$ cat config.mk
export PLATFORM = sky130hd
export DESIGN_NAME = pe_mac_unit
export DESIGN_NICKNAME = d
export VERILOG_FILES = /design/src/rtl/pe_mac_unit.sv
export SDC_FILE = /design/constraint.sdc
export NUM_CORES = 1
export LEC_CHECK = 0
export BUFFER_PORTS_ARGS = -buffer_cell sky130_fd_sc_hd__buf_2
export CAP_MARGIN = 10
export CORE_AREA = 2 2 144 216
export DETAILED_ROUTE_END_ITERATION = 16
export DIE_AREA = 0 0 146 218
export GPL_ROUTABILITY_DRIVEN = 1
export GPL_TIMING_DRIVEN = 0
export MAX_ROUTING_LAYER = met4
export PLACE_DENSITY_LB_ADDON = 0.3
export SETUP_SLACK_MARGIN = 0.2
export SYNTH_ARGS = -nofsm -noshare
export SYNTH_HDL_FRONTEND = slang
export SYNTH_SLANG_ARGS = --single-unit
export TNS_END_PERCENT = 1
$ cat constraint.sdc
create_clock -name clk -period 16.15 [get_ports clk]
set_clock_uncertainty 0.2 [all_clocks]
set_input_delay 4.0375 -clock clk [delete_from_list [all_inputs] [get_ports clk]]
set_output_delay 4.0375 -clock clk [all_outputs]
set_load 0.01 [all_outputs]
$ cat src/rtl/pe_mac_unit.sv
// pe_mac_unit: single-lane multiply(-accumulate) processing element.
// One command is accepted in IDLE; MAC takes MUL_LATENCY cycles from accept
// to the one-cycle done pulse, any other opcode completes the next cycle with 0.
// Optional build macro: PE_ACCUMULATE_EN (adds the running accumulator).
// Handshake: a command is taken on a rising clk edge where pe_cmd_valid_i=1 and
// the unit is in IDLE (pe_cmd_ready_o=1); ready is also high in DONE, but DONE
// never samples valid, so the producer should wait one cycle after done.

package nmcu_pkg;
    parameter int DATA_WIDTH = 32;

    typedef enum logic [1:0] {
        PE_IDLE = 2'd0,
        PE_BUSY = 2'd1,
        PE_DONE = 2'd2
    } pe_state_e;
endpackage

package instr_pkg;
    typedef enum logic [3:0] {
        INSTR_NOP   = 4'd0,
        INSTR_MAC   = 4'd1,
        INSTR_LOAD  = 4'd2,
        INSTR_STORE = 4'd3
    } opcode_e;

    typedef struct packed {
        opcode_e    opcode;
        logic [7:0] len;
    } instruction_t;
endpackage

module pe_mac_unit
    import nmcu_pkg::*;
    import instr_pkg::*;
#(
    parameter int DATA_WIDTH  = nmcu_pkg::DATA_WIDTH,
    parameter int MUL_LATENCY = 3
) (
    input  logic                  clk,
    input  logic                  rst_n,
    input  logic                  pe_cmd_valid_i,
    input  instruction_t          pe_cmd_i,
    input  logic [DATA_WIDTH-1:0] pe_operand_a_i,
    input  logic [DATA_WIDTH-1:0] pe_operand_b_i,
    output logic                  pe_cmd_ready_o,
    output logic                  pe_done_o,
    output logic [DATA_WIDTH-1:0] pe_result_o,
    output logic                  pe_busy_o,
    output pe_state_e             pe_state_o
);

    pe_state_e             state_q;
    logic [3:0]            cnt_q;
    logic [DATA_WIDTH-1:0] a_q;
    logic [DATA_WIDTH-1:0] b_q;
    logic [DATA_WIDTH-1:0] result_q;
    logic                  done_q;
    logic                  busy_q;
    logic                  ready_q;

    // MAC value for a command taken straight from the inputs (MUL_LATENCY=1)
    // and for the latched command at the end of BUSY.
    logic [DATA_WIDTH-1:0] mac_now_d;
    logic [DATA_WIDTH-1:0] mac_lat_d;

`ifdef PE_ACCUMULATE_EN
    logic [DATA_WIDTH-1:0] acc_q;
    logic [7:0]            len_q;

    // The low DATA_WIDTH bits of the full 2*DATA_WIDTH product are exactly the
    // truncated W-bit product, so only those bits are formed. len==0 starts a
    // fresh accumulation.
    function automatic logic [DATA_WIDTH-1:0] mac_fn(
        input logic [DATA_WIDTH-1:0] acc,
        input logic [DATA_WIDTH-1:0] a,
        input logic [DATA_WIDTH-1:0] b,
        input logic [7:0]            len
    );
        logic [DATA_WIDTH-1:0] prod;
        prod = a * b;
        return ((len == 8'd0) ? '0 : acc) + prod;
    endfunction

    assign mac_now_d = mac_fn(acc_q, pe_operand_a_i, pe_operand_b_i, pe_cmd_i.len);
    assign mac_lat_d = mac_fn(acc_q, a_q, b_q, len_q);
`else
    function automatic logic [DATA_WIDTH-1:0] mac_fn(
        input logic [DATA_WIDTH-1:0] a,
        input logic [DATA_WIDTH-1:0] b
    );
        logic [DATA_WIDTH-1:0] prod;
        prod = a * b;
        return prod;
    endfunction

    assign mac_now_d = mac_fn(pe_operand_a_i, pe_operand_b_i);
    assign mac_lat_d = mac_fn(a_q, b_q);
`endif

    // Control FSM with registered status outputs, operand latch and result.
    always_ff @(posedge clk) begin
        if (!rst_n) begin
            state_q  <= PE_IDLE;
            cnt_q    <= 4'd0;
            a_q      <= '0;
            b_q      <= '0;
            result_q <= '0;
            done_q   <= 1'b0;
            busy_q   <= 1'b0;
            ready_q  <= 1'b1;
`ifdef PE_ACCUMULATE_EN
            acc_q    <= '0;
            len_q    <= 8'd0;
`endif
        end else begin
            done_q <= 1'b0;
            unique case (state_q)
                PE_IDLE: begin
                    if (pe_cmd_valid_i) begin
                        a_q <= pe_operand_a_i;
                        b_q <= pe_operand_b_i;
`ifdef PE_ACCUMULATE_EN
                        len_q <= pe_cmd_i.len;
`endif
                        if (pe_cmd_i.opcode == INSTR_MAC) begin
                            if (MUL_LATENCY == 1) begin
                                state_q  <= PE_DONE;
                                done_q   <= 1'b1;
                                result_q <= mac_now_d;
`ifdef PE_ACCUMULATE_EN
                                acc_q    <= mac_now_d;
`endif
                            end else begin
                                state_q <= PE_BUSY;
                                busy_q  <= 1'b1;
                                ready_q <= 1'b0;
                                cnt_q   <= 4'(MUL_LATENCY - 1);
                            end
                        end else begin
                            // Non-MAC opcodes complete at once with a zero result.
                            state_q  <= PE_DONE;
                            done_q   <= 1'b1;
                            result_q <= '0;
                        end
                    end
                end
                PE_BUSY: begin
                    // The counter reaches 0 on this edge: finish the operation.
                    if (cnt_q == 4'd1) begin
                        state_q  <= PE_DONE;
                        cnt_q    <= 4'd0;
                        done_q   <= 1'b1;
                        busy_q   <= 1'b0;
                        ready_q  <= 1'b1;
                        result_q <= mac_lat_d;
`ifdef PE_ACCUMULATE_EN
                        acc_q    <= mac_lat_d;
`endif
                    end else begin
                        cnt_q <= cnt_q - 4'd1;
                    end
                end
                PE_DONE: begin
                    state_q <= PE_IDLE;
                end
                default: begin
                    state_q <= PE_IDLE;
                    busy_q  <= 1'b0;
                    ready_q <= 1'b1;
                end
            endcase
        end
    end

    assign pe_cmd_ready_o = ready_q;
    assign pe_done_o      = done_q;
    assign pe_busy_o      = busy_q;
    assign pe_result_o    = result_q;
    assign pe_state_o     = state_q;

endmodule

==> results.json, run 1 <==
{
  "fp.dieH_um": 218,
  "num_rows": 78,
  "syn-cell-area_sq_um": 19300,
  "synth_enable_flop_cells": 0,
  "dieArea_sq_um": 31800,
  "worstRegToRegCells": 26,
  "post-route-period-util": 0.526,
  "dr.pass1.iters": 5,
  "ioPinCount": 116,
  "critPathKind": "reg -> reg",
  "status": "complete, no violations",
  "grt_overflow": 0,
  "synth_area_leaders": "fa_1 42%, dfxtp_1 11%, and2_1 10%",
  "numCtsBuffers": 9,
  "cp_data_required_time_ns": 16.29,
  "hold_slack_ns": 0.250,
  "dp_hpwl_mm": 47.4,
  "yosysMostFrequentCell": "fa_1",
  "finalSetupViolations": 0,
  "synthCells": 2175,
  "pwr-share-clk": 0.251,
  "min_period_ns": 8.49,
  "r2r_slack_ns": 7.66,
  "slew_headroom": 0.259,
  "grt_pass1_wl_mm": 89.2,
  "clkTransAtPathRegs_ns": 0.10,
  "rsz0062_at_grt": "false",
  "cp.arrival_ns": 8.64,
  "synth_ff_type": "dfxtp_1",
  "synth_nets": 2787,
  "reg2reg_to": "pe_result_o[25]",
  "slowest_delay_ns": 0.77,
  "avgViaCountPerCell": 5.62,
  "slew_violations": 0,
  "yosysSeqAreaShare": 0.109,
  "worstHoldStart": "pe_result_o[31]",
  "p_int_uw": 545,
  "fill_cells": 2518,
  "clock_sinks": 105,
  "fin_util": 0.687,
  "place_congestion": 1.04,
  "worstMarginPinSlew_ns": 1.11,
  "p_switching_uw": 426,
  "grt_max_degree": 21,
  "worst_setup_path_end_kind": "register",
  "post_cts_buffers": 0,
  "p_leak_uw": 0.00999,
  "syn_to_final_growth_pct": 7.01,
  "io_buffers": 107,
  "synthArstFlopShare": 0,
  "fin_setup_tns_ns": 0,
  "cts_resized": 0,
  "reg2reg_from": "a_q[6]",
  "cts_htree_levels": 3,
  "switching_share": 0.439,
  "antenna_found_initial": 2,
  "grt_pass1_vias": 16400,
  "grt_usage": 0.390,
  "finalNetCount": 2905,
  "cap_violations": 0,
  "yosysTopAreaCell": "fa_1",
  "antenna_left": 0,
  "clock_latency_ns": 0.39,
  "ys_warn_count": 0,
  "drc": 0,
  "max_freq_ghz": 0.118,
  "crit_buf_inv": 7,
  "cts-root-buf": "clkbuf_16",
  "worstPathMaxFanout": 10,
  "drtIter0Drc": 960,
  "holdCritPathClass": "reg -> reg",
  "routed_wl_mm": 57.5,
  "p_seq_frac": 0.296,
  "powerDensity_nw_per_um2": 47.0,
  "vias": 15200,
  "path_common_cell": "fa_1",
  "syn-mean-instance-area_sq_um": 8.87,
  "design.core.area_sq_um": 30100,
  "drive_gt1_frac": 0.0592,
  "post_drt_wl_per_cell_um": 21.3,
  "start_util": 0.642,
  "critPathLaunchType": "register",
  "ys_ff_latch": 105,
  "holdBufCountCts": 0,
  "cts_tree": "yes",
  "cpMaxStageDelayCell": "clkbuf_1",
  "yosysTopAreaCellShare": 0.424,
  "ir_drop_uv": 101,
  "pwr-share-comb": 0.453,
  "yosys-top-cells-count": "408 x fa_1, 383 x inv_1, 380 x nand2_1",
  "yosysUniqueCellTypes": 51,
  "die_w_um": 146,
  "min_to": "pe_result_o[31]",
  "hold-path-cell-count": 2,
  "cpLargestDelayFamily": "adder cells",
  "cts_max_path_buffers": 2,
  "hold_viol": 0
}
-- area by class of cell --
cell class	instances	area (sq um)	share of cell area
flip-flops and latches	105	2100	0.102
repair buffers	107	536	0.0259
diodes	4	10.0	0.000485
clock buffers	10	239	0.0116
multi-input cells	1562	15300	0.740
well taps	400	500	0.0243
clock inverters	6	67.6	0.00327
inverters	384	1440	0.0698
plain buffers	124	465	0.0226
-- placed cells by master (no fill, tap or decap), types with 2 or more instances in the layout --
cell type	n
a211oi_1	6
a21boi_0	2
a21o_1	9
a21oi_1	94
a21oi_2	2
a22oi_1	12
a31oi_1	3
and2_1	311
buf_1	2
buf_2	107
clkbuf_1	122
clkbuf_16	9
clkinv_8	2
dfxtp_1	105
diode_2	4
fa_1	408
ha_1	125
inv_1	383
inv_6	3
nand2_1	380
nand2b_1	4
nand3_1	8
nand3b_1	2
nor2_1	37
nor2b_1	4
nor3_1	3
nor3b_1	3
o211ai_1	3
o21a_1	3
o21ai_0	27
o21ai_1	2
o21bai_1	3
o31ai_1	2
or2_2	5
or3_1	4
xnor2_1	62
xor2_1	20
-- per-stage QoR --
stage	total power (uW)	setup WS, ns	std cells	instance area [sq um]
floorplan	564	9.23	2175	19300
global placement	712	7.91	2682	20300
detailed placement	724	7.80	2682	20300
CTS	963	7.77	2698	20600
global route	1020	7.36	2700	20600
finish	971	7.66	2702	20600
-- cells by family after synthesis --
| group | synth area share |
|---|---|
| compound gates | 0.0548 |
| xor+xnor | 0.0372 |
| fa+ha+maj | 0.505 |
| buf+inv | 0.0989 |
| flops | 0.109 |
| mux | 0.000519 |
| simple gates | 0.195 |
-- routing by layer --
| layer | part of all wire | vias up | global-route usage | routed length, um |
|---|---|---|---|---|
| li1 | - | 6678 | - | - |
| met2 | 0.49 | 663 | 0.641 | 28000 |
| met1 | 0.35 | 7624 | 0.427 | 20100 |
| met5 | 0 | - | - | 0 |
| met4 | 0.088 | 0 | 0.285 | 5080 |
| met3 | 0.074 | 233 | 0.0695 | 4270 |
-- worst register-to-register path, cell delays in order (launching register included) --
cell	delay (ns)
dfxtp_1	0.31
clkbuf_1	0.57
clkbuf_1	0.77
nand2_1	0.17
fa_1	0.49
fa_1	0.42
inv_1	0.08
fa_1	0.18
inv_1	0.06
fa_1	0.52
inv_1	0.06
fa_1	0.50
inv_1	0.06
fa_1	0.53
inv_1	0.05
fa_1	0.51
fa_1	0.44
ha_1	0.38
a2111oi_0	0.43
o21ai_0	0.15
o21ai_0	0.15
a21boi_0	0.26
nor2_1	0.39
o21bai_1	0.15
xnor2_1	0.40
a22oi_1	0.12
nor2_1	0.10
-- registers in the layout, indices dropped and copies added, names as in the netlist --
register and count:
pe_state_o 2, b_q 32, pe_result_o 32, pe_cmd_ready_o 1
a_q 32, pe_busy_o 1, pe_done_o 1, cnt_q 4
-- power by group through the flow --
| stage | Combinational (uW) | Clock (uW) | Sequential [uW] |
|---|---|---|---|
| finish | 440 | 243 | 287 |
| global route | 480 | 250 | 288 |
| CTS | 434 | 243 | 286 |
| detailed placement | 431 | 0 | 292 |
| global placement | 421 | 0 | 292 |
| floorplan | 281 | 0 | 283 |
-- worst max-delay path by stage --
| stage | startpoint | endpoint | slack [ns] | depth (start not counted) |
|---|---|---|---|---|
| 4_1_cts | a_q[5] | pe_result_o[27] | 7.77 | 26 |
| 2_1_floorplan | b_q[5] | pe_result_o[23] | 9.23 | 24 |
| 3_5_place_dp | a_q[5] | pe_result_o[27] | 7.80 | 26 |
| 6_report | a_q[6] | pe_result_o[25] | 7.66 | 26 |
| 3_3_place_gp | a_q[5] | pe_result_o[27] | 7.91 | 26 |
| 5_1_grt | a_q[5] | pe_result_o[27] | 7.36 | 26 |
Note: power is estimated with default switching activity, not from simulation.
==> inputs of run 2 (changes only) <==
--- a/config.mk
+++ b/config.mk
@@ -7,9 +7,9 @@
 export LEC_CHECK = 0
 export BUFFER_PORTS_ARGS = -buffer_cell sky130_fd_sc_hd__buf_2
 export CAP_MARGIN = 10
-export CORE_AREA = 2 2 144 216
+export CORE_AREA = 2 2 152 229
 export DETAILED_ROUTE_END_ITERATION = 16
-export DIE_AREA = 0 0 146 218
+export DIE_AREA = 0 0 154 231
 export GPL_ROUTABILITY_DRIVEN = 1
 export GPL_TIMING_DRIVEN = 0
 export MAX_ROUTING_LAYER = met4
==> constraint.sdc (replaced) <==
create_clock -name clk -period 7.45 [get_ports clk]
set_clock_uncertainty 0.2 [all_clocks]
set_input_delay 1.8625 -clock clk [delete_from_list [all_inputs] [get_ports clk]]
set_output_delay 1.8625 -clock clk [all_outputs]
set_load 0.01 [all_outputs]
==> run 2 against run 1 <==
  * Combinational power grew 150%
  * Critical path depth shrank 1
  * Routed wire length up 6.1%
  * Worst hold slack got worse by 0.00068 ns
  * Critical endpoint is now pe_result_o[27]
  * Power up 130%
==> results.json, run 2 (same netlist as run 1, synthesis figures left out) <==
{
  "grt_usage": 0.364,
  "post-route-period-util": 0.965,
  "start_util": 0.571,
  "grt_pass1_wl_mm": 92.6,
  "grt_max_degree": 23,
  "final_cell_mix": "401 x fa_1, 380 x inv_1, 380 x nand2_1",
  "reg2reg_to": "pe_result_o[27]",
  "rsz0062_at_grt": "true",
  "syn_to_final_growth_pct": 11.3,
  "dieArea_sq_um": 35600,
  "slew_violations": 0,
  "cp_data_required_time_ns": 7.53,
  "num_rows": 83,
  "critPathLaunchType": "register",
  "top_layer": "met4",
  "worstPathMaxFanout": 6,
  "holdCritPathClass": "reg -> reg",
  "post_drt_wl_per_cell_um": 22.2,
  "slew_headroom": 0.399,
  "numCtsBuffers": 9,
  "wl_met1_mm": 21.5,
  "worst_setup_path_end_kind": "register",
  "clock_latency_ns": 0.39,
  "antenna_found_initial": 0,
  "cts_max_path_buffers": 2,
  "layout_commonest_cell": "fa_1",
  "avgViaCountPerCell": 5.60,
  "met2WireLength_mm": 30.6,
  "clkTransAtPathRegs_ns": 0.09,
  "grt_pass1_vias": 16400,
  "grt_overflow": 0,
  "max_freq_ghz": 0.139,
  "ir_drop_uv": 217,
  "p_leak_uw": 0.0105,
  "place_congestion": 0.994,
  "cp.arrival_ns": 7.27,
  "drtIter0Drc": 882,
  "cts-root-buf": "clkbuf_16",
  "vias": 15400,
  "reg2reg_from": "b_q[5]",
  "routed-wl-met3_mm": 3.97,
  "design.core.area_sq_um": 33800,
  "cp-endpoint": "pe_result_o[27]",
  "worstMarginPinSlew_ns": 0.901,
  "powerDensity_nw_per_um2": 104,
  "dp_hpwl_mm": 49.4,
  "clock_sinks": 105,
  "path_common_cell": "fa_1",
  "ioPinCount": 116,
  "critPathKind": "reg -> reg",
  "drive_gt1_frac": 0.127,
  "cp-startpoint": "b_q[5]",
  "fin_util": 0.636,
  "die_w_um": 154,
  "drc": 0,
  "cts_tree": "yes",
  "finalNetCount": 2926,
  "slowest_delay_ns": 0.58,
  "cpMaxStageDelayCell": "fa_1",
  "finalSetupViolations": 0,
  "min_period_ns": 7.19,
  "r2r_slack_ns": 0.26,
  "cts_htree_levels": 3,
  "cap_violations": 0,
  "fp.dieH_um": 231,
  "antenna_left": 0,
  "fill_cells": 2949,
  "worstRegToRegCells": 25,
  "dr.pass1.iters": 5,
  "status": "complete, no violations",
  "io_buffers": 107,
  "routed_wl_mm": 60.9,
  "power_uw": 2240,
  "hold_viol": 0
}
## run 2: cell count changes in the layout (fill, tap and decap cells not counted), moves of 6 or more
cell / before / now
clkbuf_8: 1 / 14
dfxtp_2: 0 / 11
ha_1: 125 / 119
clkbuf_2: 0 / 37
dfxtp_1: 105 / 85
clkbuf_4: 0 / 14
fa_2: 0 / 7
buf_4: 0 / 28
dfxtp_4: 0 / 9
clkbuf_1: 122 / 42
fa_1: 408 / 401
## run 2: worst max-delay path: cells and delay by family, from the launching register on
| kind | cells | cell delay, ns |
|---|---|---|
| and+or+nand+nor | 2 | 0.36 |
| AOI/OAI and AO/OA | 8 | 1.37 |
| DFF | 1 | 0.36 |
| buffers and inverters | 6 | 0.46 |
| adders and majority gates | 9 | 4.31 |
## run 2: what timing repair did
| action | 4_1_cts | 5_1_grt |
|---|---|---|
| setup endpoints to repair | 14 | 12 |
| gates resized for setup | 159 | 108 |
| buffers inserted | 3 | 16 |
| cloned | 0 | 2 |
| pin swaps | 9 | 29 |
| hold buffers | 0 | 0 |
## run 2: final cells by class
type | instances | area (sq um) | area share
clock buffers | 9 | 225 | 0.0105
clock inverters | 7 | 86.3 | 0.00402
plain buffers | 124 | 798 | 0.0372
repair buffers | 128 | 728 | 0.0339
well taps | 425 | 532 | 0.0248
inverters | 384 | 1440 | 0.0671
diodes | 1 | 2.50 | 0.000117
flip-flops and latches | 105 | 2150 | 0.100
multi-input cells | 1562 | 15500 | 0.722
## run 2: how the worst min path moves through the flow
stage / startpoint / to / cells past startpoint
CTS: pe_busy_o / pe_busy_o / 2
global placement: pe_busy_o / pe_busy_o / 2
global route: pe_busy_o / pe_busy_o / 2
detailed placement: pe_cmd_ready_o / pe_cmd_ready_o / 1
floorplan: cnt_q[3] / cnt_q[3] / 1
finish: pe_busy_o / pe_busy_o / 2
## run 2: power by group
part / switching, uW / internal (uW) / leakage (uW)
sequential: 40.5 / 585 / 0.000867
clock: 296 / 246 / 0.000153
combinational: 653 / 424 / 0.00945
## run 2: metal layers
metal | vias to the layer above | track usage
met2 | 639 | 0.614
met3 | 193 | 0.0505
met4 | 0 | 0.236
met5 | - | -
met1 | 7816 | 0.407
li1 | 6729 | -
## run 2: through the flow
stage          area [sq um]  cells  worst slack [ns]  hold WS (ns)  TNS [ns]
2_1_floorplan         19300   2175             0.528         0.223         0
6_report              21500   2745             0.259         0.250         0
5_1_grt               21500   2744             0.110         0.281         0
4_1_cts               21100   2726             0.203         0.257         0
3_3_place_gp          20400   2707            -0.997         0.228     -6.83
3_5_place_dp          20400   2707             -1.14         0.236     -7.93
==> inputs of run 3 (changes only) <==
--- a/config.mk
+++ b/config.mk
@@ -7,9 +7,10 @@
 export LEC_CHECK = 0
 export BUFFER_PORTS_ARGS = -buffer_cell sky130_fd_sc_hd__buf_2
 export CAP_MARGIN = 10
-export CORE_AREA = 2 2 152 229
+export CORE_AREA = 2 2 151 227
+export CTS_BUF_LIST = sky130_fd_sc_hd__clkbuf_2 sky130_fd_sc_hd__clkbuf_4 sky130_fd_sc_hd__clkbuf_8
 export DETAILED_ROUTE_END_ITERATION = 16
-export DIE_AREA = 0 0 154 231
+export DIE_AREA = 0 0 153 229
 export GPL_ROUTABILITY_DRIVEN = 1
 export GPL_TIMING_DRIVEN = 0
 export MAX_ROUTING_LAYER = met4
==> run 3 against run 2 <==
  * Cell area decreased by 1.7%
  * Cell count fell by 0.29%
  * Combinational power down 6%
  * Non-clock buffer count decreased by 9
  * Global-route usage is 1.3 points lower
  * Flip-flop and latch count is the same
  * Maximum frequency up 0.94%
  * Power is 7.8% lower
  * Worst hold slack improved by 0.0035 ns
  * Sequential power barely moved
  * Largest power group unchanged
==> results.json, run 3 (same netlist as run 1, synthesis figures left out) <==
{
  "hold_viol": 0,
  "ioPinCount": 116,
  "cts_tree": "yes",
  "dr.pass1.iters": 8,
  "worstPathMaxFanout": 10,
  "antenna_left": 0,
  "busiest_layer": "met2",
  "io_buffers": 107,
  "hold-path-cell-count": 2,
  "post_drt_wl_per_cell_um": 21.1,
  "grt_usage": 0.351,
  "place_area_sq_um": 20300,
  "holdCritPathClass": "reg -> reg",
  "ir_drop_uv": 149,
  "drtIter0Drc": 1053,
  "avgViaCountPerCell": 5.57,
  "preCtsSetupSlack_ns": -0.827,
  "syn_to_final_growth_pct": 9.45,
  "grtUsageMet1": 0.397,
  "die_w_um": 153,
  "power_uw": 2070,
  "design.core.area_sq_um": 33100,
  "antenna_found_initial": 3,
  "cts_max_path_buffers": 2,
  "dieArea_sq_um": 35000,
  "path_common_cell": "fa_1",
  "reg2reg_to": "pe_result_o[21]",
  "cp.arrival_ns": 7.24,
  "clkTransAtPathRegs_ns": 0.12,
  "final_area_sq_um": 21100,
  "layoutNonFillerInstCount": 2737,
  "r2r_slack_ns": 0.33,
  "place_congestion": 1.02,
  "use_met3": 0.0481,
  "place_inst": 2702,
  "clock_sinks": 105,
  "worst_setup_path_end_kind": "register",
  "critPathKind": "reg -> reg",
  "routed_wl_mm": 57.7,
  "cpMaxStageDelayCell": "fa_1",
  "drc": 0,
  "critPathLaunchType": "register",
  "grt_pass1_wl_mm": 89.3,
  "fp.dieH_um": 229,
  "status": "complete, no violations",
  "hold_slack_ns": 0.253,
  "p_leak_uw": 0.0103,
  "worstMarginPinSlew_ns": 0.885,
  "finalNetCount": 2917,
  "grt_pass1_vias": 16100,
  "finalSetupViolations": 0,
  "clock_latency_ns": 0.45,
  "cp-endpoint": "pe_result_o[21]",
  "max_freq_ghz": 0.140,
  "globalRouteMet2Util": 0.580,
  "drive_gt1_frac": 0.114,
  "cts_htree_levels": 3,
  "vias": 15300,
  "numCtsBuffers": 9,
  "reg2reg_from": "b_q[3]",
  "slew_headroom": 0.410,
  "post-route-period-util": 0.956,
  "layout_commonest_cell": "fa_1",
  "worstRegToRegCells": 23,
  "fill_cells": 2848,
  "grt_max_degree": 21,
  "min_period_ns": 7.12,
  "num_rows": 82,
  "cts-root-buf": "clkbuf_8",
  "powerDensity_nw_per_um2": 98.0,
  "rsz0062_at_grt": "true",
  "cp-startpoint": "b_q[3]",
  "cap_violations": 0,
  "path_cells": "clkbuf_4, buf_4, and2_1, fa_1, inv_1, fa_1, fa_1, fa_1, inv_1, fa_1, fa_1, fa_1, fa_1, ha_4, nand3_1, nor2_1, nand2_1, a211oi_4, nor2_4, buf_4, and2_1, o21ai_1, a21oi_1",
  "dp_hpwl_mm": 47.5,
  "slowest_delay_ns": 0.58,
  "start_util": 0.582,
  "grt_overflow": 0,
  "cp_data_required_time_ns": 7.56,
  "setup_slack_ns": 0.326,
  "final_cell_mix": "405 x fa_1, 383 x inv_1, 380 x nand2_1",
  "slew_violations": 0
}
## run 3: worst min path at each step
stage                               start               to
after floorplan                  cnt_q[3]         cnt_q[3]
after global placement          pe_busy_o        pe_busy_o
after detailed placement  pe_result_o[27]  pe_result_o[27]
after CTS                       pe_busy_o        pe_busy_o
after global routing      pe_result_o[27]  pe_result_o[27]
final                           pe_busy_o        pe_busy_o
## run 3: through the flow
stage	TNS (ns)	util
after floorplan	0	-
after global placement	-4.93	0.614
after detailed placement	-5.36	0.614
after CTS	0	0.628
after global routing	0	0.637
final	0	0.637
## run 3: metal layers
layer	part of all wire	up-vias	routed length [um]
li1	-	6712	-
met1	0.35	7645	20300
met2	0.50	663	28600
met3	0.066	235	3810
met4	0.087	0	5000
met5	0	-	0
## run 3: final cells by class
type	instances	area (sq um)	area share
multi-input combinational	1562	15400	0.731
sequential	105	2140	0.102
inverter	384	1440	0.0683
buffer	124	702	0.0333
timing repair buffer	119	629	0.0298
tap	420	526	0.0249
clock buffer	9	124	0.00587
clock inverter	7	95.1	0.00451
antenna	7	17.5	0.000830
## run 3: power by group
| group | total, uW | switching (uW) | internal, uW | leakage [uW] |
|---|---|---|---|---|
| sequential | 622 | 37.3 | 585 | 0.000866 |
| combinational | 1010 | 622 | 391 | 0.00934 |
| clock | 434 | 268 | 166 | 0.000111 |
## run 3: worst max-delay path: cells and delay by family, from the launching register on
kind            cells  cell delay (ns)
buf+inv             5             0.62
simple gates        6             0.80
flops               1             0.35
fa+ha+maj           9             4.40
compound gates      3             0.61
## run 3: what timing repair did
action / 4_1_cts / 5_1_grt
pin swaps: 3 / 12
endpoints found under the hold margin: 0 / 0
hold buffers: 0 / 0
setup endpoints to repair: 17 / 13
resized for setup: 110 / 132
buffers inserted: 4 / 8
